===== src/rtl/map_scheduler.sv =====
// rtl/map_scheduler.sv - block_generator sequencer with a DEPTH-row circular map buffer
// Optional init watchdog: define MAP_SCHED_WATCHDOG_EN.
module map_scheduler #(
  parameter int DEPTH        = 8,
  parameter int GEN_LATENCY  = 2,
  parameter int INIT_TIMEOUT = 16
) (
  input  logic                     clk,
  input  logic                     rst_n,
  input  logic                     start,
  input  logic                     scroll_req,
  output logic                     scroll_ack,
  output logic                     generate_map,
  input  logic [6:0]               gen_layer_map,
  input  logic [6:0]               gen_block_type,
  input  logic [6:0]               gen_bonus_map,
  input  logic                     gen_load_layer,
  input  logic                     gen_map_ready,
  input  logic [$clog2(DEPTH)-1:0] rd_index,
  output logic [6:0]               rd_layer_map,
  output logic [6:0]               rd_block_type,
  output logic [6:0]               rd_bonus_map,
  output logic                     map_valid,
  output logic                     busy,
  output logic                     err
);
  localparam int AW = $clog2(DEPTH);
  localparam int WW = (GEN_LATENCY > 1) ? $clog2(GEN_LATENCY) : 1;
  localparam logic [AW:0] FULL = (AW+1)'(DEPTH);

  localparam logic [2:0] S_IDLE      = 3'd0;
  localparam logic [2:0] S_INIT_REQ  = 3'd1;
  localparam logic [2:0] S_INIT_FILL = 3'd2;
  localparam logic [2:0] S_TOPUP     = 3'd3;
  localparam logic [2:0] S_GEN_REQ   = 3'd4;
  localparam logic [2:0] S_GEN_WAIT  = 3'd5;
  localparam logic [2:0] S_READY     = 3'd6;
  localparam logic [2:0] S_ERR       = 3'd7;

  logic [2:0]    state;
  logic [AW-1:0] base;
  logic [AW:0]   count;
  logic [WW-1:0] wait_cnt;
  logic [20:0]   mem [DEPTH];
  logic [20:0]   rd_data;
  logic [20:0]   wr_data;
  logic [AW-1:0] wr_addr;
  logic [AW-1:0] rd_addr;
  logic          wr_en;
  logic          wd_fire;

  assign wr_addr = base + count[AW-1:0];
  assign rd_addr = base + rd_index;
  assign wr_data = {gen_layer_map, gen_block_type, gen_bonus_map};
  assign wr_en   = ((state == S_INIT_FILL) && gen_load_layer) ||
                   ((state == S_GEN_WAIT) && (wait_cnt == '0));

  assign generate_map = (state == S_INIT_REQ) || (state == S_GEN_REQ);
  assign scroll_ack   = (state == S_READY) && scroll_req;
  assign map_valid    = (count == FULL);
  assign busy         = (state != S_IDLE) && (state != S_READY);

  assign rd_layer_map  = rd_data[20:14];
  assign rd_block_type = rd_data[13:7];
  assign rd_bonus_map  = rd_data[6:0];

`ifdef MAP_SCHED_WATCHDOG_EN
  localparam int TW = $clog2(INIT_TIMEOUT + 1);
  logic [TW-1:0] wd_cnt;

  // Counts cycles since the init generate_map pulse; frozen once the first row lands.
  always_ff @(posedge clk or negedge rst_n) begin
    if (!rst_n) begin
      wd_cnt <= '0;
    end else if (state == S_INIT_REQ) begin
      wd_cnt <= TW'(1);
    end else if ((state == S_INIT_FILL) && (count == '0)) begin
      wd_cnt <= wd_cnt + 1'b1;
    end
  end

  assign wd_fire = (state == S_INIT_FILL) && (count == '0) && !gen_load_layer &&
                   (wd_cnt == TW'(INIT_TIMEOUT - 1));
  assign err     = (state == S_ERR);
`else
  assign wd_fire = 1'b0;
  assign err     = 1'b0;
`endif

  always_ff @(posedge clk or negedge rst_n) begin
    if (!rst_n) begin
      state    <= S_IDLE;
      base     <= '0;
      count    <= '0;
      wait_cnt <= '0;
    end else begin
      case (state)
        S_IDLE: if (start) state <= S_INIT_REQ;
        S_INIT_REQ: begin
          base  <= '0;
          count <= '0;
          state <= S_INIT_FILL;
        end
        S_INIT_FILL: begin
          if (gen_load_layer) count <= count + 1'b1;
          if (wd_fire) state <= S_ERR;
          else if (gen_map_ready) state <= S_TOPUP;
        end
        S_TOPUP: state <= map_valid ? S_READY : S_GEN_REQ;
        S_GEN_REQ: begin
          wait_cnt <= WW'(GEN_LATENCY - 1);
          state    <= S_GEN_WAIT;
        end
        S_GEN_WAIT: begin
          if (wait_cnt == '0) begin
            count <= count + 1'b1;
            state <= S_TOPUP;
          end else begin
            wait_cnt <= wait_cnt - 1'b1;
          end
        end
        S_READY: begin
          if (scroll_req) begin
            base  <= base + 1'b1;
            count <= count - 1'b1;
            state <= S_TOPUP;
          end
        end
        default: state <= state;
      endcase
    end
  end

  // Read samples the array before this edge's write, so same-address collisions return old data.
  always_ff @(posedge clk or negedge rst_n) begin
    if (!rst_n) begin
      for (int i = 0; i < DEPTH; i++) mem[i] <= '0;
      rd_data <= '0;
    end else begin
      if (wr_en) mem[wr_addr] <= wr_data;
      rd_data <= mem[rd_addr];
    end
  end
endmodule


===== config.mk =====
export PLATFORM = sky130hd
export DESIGN_NAME = map_scheduler
export DESIGN_NICKNAME = d
export VERILOG_FILES = /design/src/rtl/map_scheduler.sv
export SDC_FILE = /design/constraint.sdc
export NUM_CORES = 1
export LEC_CHECK = 0
export BUFFER_PORTS_ARGS = -buffer_cell sky130_fd_sc_hd__clkbuf_2
export CAP_MARGIN = 30
export CORE_MARGIN = 2
export CORE_UTILIZATION = 34
export CTS_BUF_LIST = sky130_fd_sc_hd__clkbuf_4 sky130_fd_sc_hd__clkbuf_8
export DETAILED_ROUTE_END_ITERATION = 8
export MAX_ROUTING_LAYER = met4
export PLACE_DENSITY = 0.61
export SLEW_MARGIN = 10
export SYNTH_ARGS = -nofsm -noshare
export SYNTH_HDL_FRONTEND = slang
export SYNTH_SLANG_ARGS = --single-unit

===== constraint.sdc =====
create_clock -name clk -period 4.4 [get_ports clk]
set_input_delay 0.44 -clock clk [delete_from_list [all_inputs] [get_ports clk]]
set_output_delay 0.44 -clock clk [all_outputs]
set_load 0.03 [all_outputs]

==> results.md <==
* Status: finished, violations left
* Violated checks: DRC
* Synthesized flop and latch total at 200
* Unrepaired setup endpoints after global routing: no
* Max Cap Viol at 0
* Hold Crit Class: input pin to flip-flop
* Largest area contributor in the netlist: dfrtp_1
* TritonCTS Sinks at 200
* Detailed placement HPWL at ~12000 um
* Clk slew on worst S/H paths at roughly 0.10 ns
* Crit path DAT at between 3 and 4 ns
* Chip width at between 150 and 200 um
* Fillers at approximately 2400
* Critical path fanouts, max at 11
* Vias in the first global route at ~5600
* Main synth FF type: dfrtp_1
* Synth Area per Inst at 16.1 um2
* Fin crit share at between 70% and 80%
* Area Overhead vs Synth at 12.3%
* Drt initial violations at 373
* Wire per inst at slightly below 20 um
* Ys async rst share at 100%
* Clk_skew at 0.0117 ns
* Routed Antenna Nets at 0
* Share of the synthesized area in the top cell type at roughly 55%
* Pwr per Cell Area at 367 nW/um2
* Grt total ovfl at 0
* DRT Pass-1 Iters at 6
* Yosys warnings at 0
* First-pass GRT wire length at between 30000 and 40000 um
* Die H at roughly 170 um
* Type of element capturing the critical path: flip-flop
* Core area at 26100 um2
* Total Wirelength at about 19000 um
* Die Area at about 28000 um2
* Worst EP required at ~4.8 ns
* Pin count of the biggest net entering global routing at 130
* CP Launch Type: flip-flop
* Rows at slightly below 60
* Slew HR at a little under half
* DR vias/cell at a little over 5
* Final nets at 659
* GPL Wtd Cong at 0.768
* Worst-skew pair later-pin latency at 0.47 ns
* CTS Buf Count at 17
* Yosys cell types at 50
* Setup TNS at 0 ns
* LEAKAGE at about 0.0042 uW
* Synth top area cells: dfrtp_1 55%, mux2_2 23%, mux4_2 10%
* Final core utilization at between 30% and 40%
* IO Pins at 56
* Initial Utilization at roughly a third
* Sequential share of the synthesized area at a little under three fifths
* IO buf count at 54
* # setup viols final at 0
* Mapped Nets at around 600
* Count leader, synth: dfrtp_1
* Clock Path Buffers at 2
* CTS tree: built
* DRC Markers at 4
* Initial antenna violation count at 1
* Synthesized area at 9070 um2
* WS Path Type: flip-flop to flip-flop
* Share of cells above drive strength 1 at 54.5%
* H-tree levels at 4
* Final slew viol count at 0
* Total track usage at around 15%
* Post-synth EDFFs at 0
* Leading cell types by count after synthesis: 200 x dfrtp_1, 185 x mux2_2, 42 x mux4_2
* Cells after Synth at between 500 and 600
* Final Hold Viols at 0
* Maximum clock rate at about 320 MHz
* Clock period minus worst slack at approximately 3.2 ns
* Actual slew at the worst max-slew pin at ~0.8 ns
* Worst vdd ir at ~0.18 mV
* Routed vias at roughly 5000
* Clock root buffer master: clkbuf_8
[cells in the final DEF (no fill, tap or decap), types with 5 or more instances in the layout]
cell type and count:
mux2_2 185, inv_1 10, clkbuf_2 53, a21oi_1 8, nand2_1 6, mux4_2 42
ha_1 8, buf_4 12, clkbuf_8 20, mux2_1 6, nand2b_1 5, dfrtp_1 200
[critical path: stages, from the launching register on]
cell     delay (ns)
dfrtp_1        0.47
ha_1           0.19
inv_1          0.05
fa_1           0.40
xnor2_2        0.19
xnor2_2        0.34
nand3_1        0.63
buf_4          0.45
mux2_1         0.33
[sequential cells by signal, summed over array words and instances, names as in the netlist]
register	flops
base	3
mem	168
state	3
count	4
wait_cnt	1
rd_data	21
[cells by family (layout without fill, tap and decap cells)]
logic type | Yosys count | in the layout | share of synthesized area [%]
other | 1 | 2 | 0.0414
adders and majority gates | 11 | 11 | 1.68
DFF | 200 | 200 | 55.2
and+or+nand+nor | 33 | 33 | 2.48
AOI/OAI and AO/OA | 31 | 31 | 2.32
muxes | 235 | 235 | 34.4
xor gates and xnor gates | 7 | 7 | 0.925
buffers and inverters | 46 | 113 | 2.93
[stage by stage]
stage | instance area [um2] | hold slack (ns) | setup slack [ns] | total power, uW | cells
finish | 10200 | 0.302 | 1.23 | 3740 | 967
global route | 10200 | 0.291 | 1.04 | 3900 | 967
CTS | 10100 | 0.154 | 1.23 | 3780 | 964
detailed placement | 9700 | 0.474 | 1.24 | 2490 | 932
global placement | 9690 | 0.464 | 1.35 | 2470 | 931
floorplan | 9070 | 0.144 | 2.00 | 2310 | 564
[power breakdown]
part | switching [uW] | total [uW] | internal [uW]
Combinational | 241 | 447 | 206
Sequential | 47.6 | 2000 | 1950
Clock | 683 | 1300 | 612
[path summary, 6_finish.rpt]
path | end | slack, ns | cells past startpoint | from
setup reg to reg | mem[147]$_DFFE_PN0P_ | 1.23 | 8 | count[0]$_DFFE_PN0P_
setup / recovery | mem[147]$_DFFE_PN0P_ | 1.23 | 8 | count[0]$_DFFE_PN0P_
hold reg to reg | mem[24]$_DFFE_PN0P_ | 0.49 | 1 | mem[24]$_DFFE_PN0P_
max in group asynchronous | mem[133]$_DFFE_PN0P_ | 2.84 | 4 | rst_n
hold / removal | mem[148]$_DFFE_PN0P_ | 0.30 | 2 | gen_bonus_map[1]
min in group asynchronous | rd_data[16]$_DFF_PN0_ | 0.39 | 2 | rst_n
[final cells by class]
class	instances	area (um2)	share of cell area (%)
tap	335	419	4.11
multi-input combinational	318	3830	37.6
antenna	1	2.50	0.0246
inverter	11	41.3	0.405
clock inverter	13	184	1.81
sequential	200	5000	49.1
clock buffer	19	262	2.57
timing repair buffer	70	438	4.30
[layer usage]
| metal | track usage (%) | part of all wire (%) | wire length, um |
|---|---|---|---|
| met1 | 19.2 | 47 | 8840 |
| met2 | 24.0 | 50 | 9420 |
| met3 | 2.88 | 2.8 | 531 |
| met4 | 3.59 | 0.97 | 184 |
| met5 | - | 0 | 0 |
[repair_timing]
action	in CTS	in global routing
setup buffers	0	0
hold buffers	0	1
endpoints found under the hold margin	0	24
gates resized for setup	0	0
(Power assumes the default switching activity.)
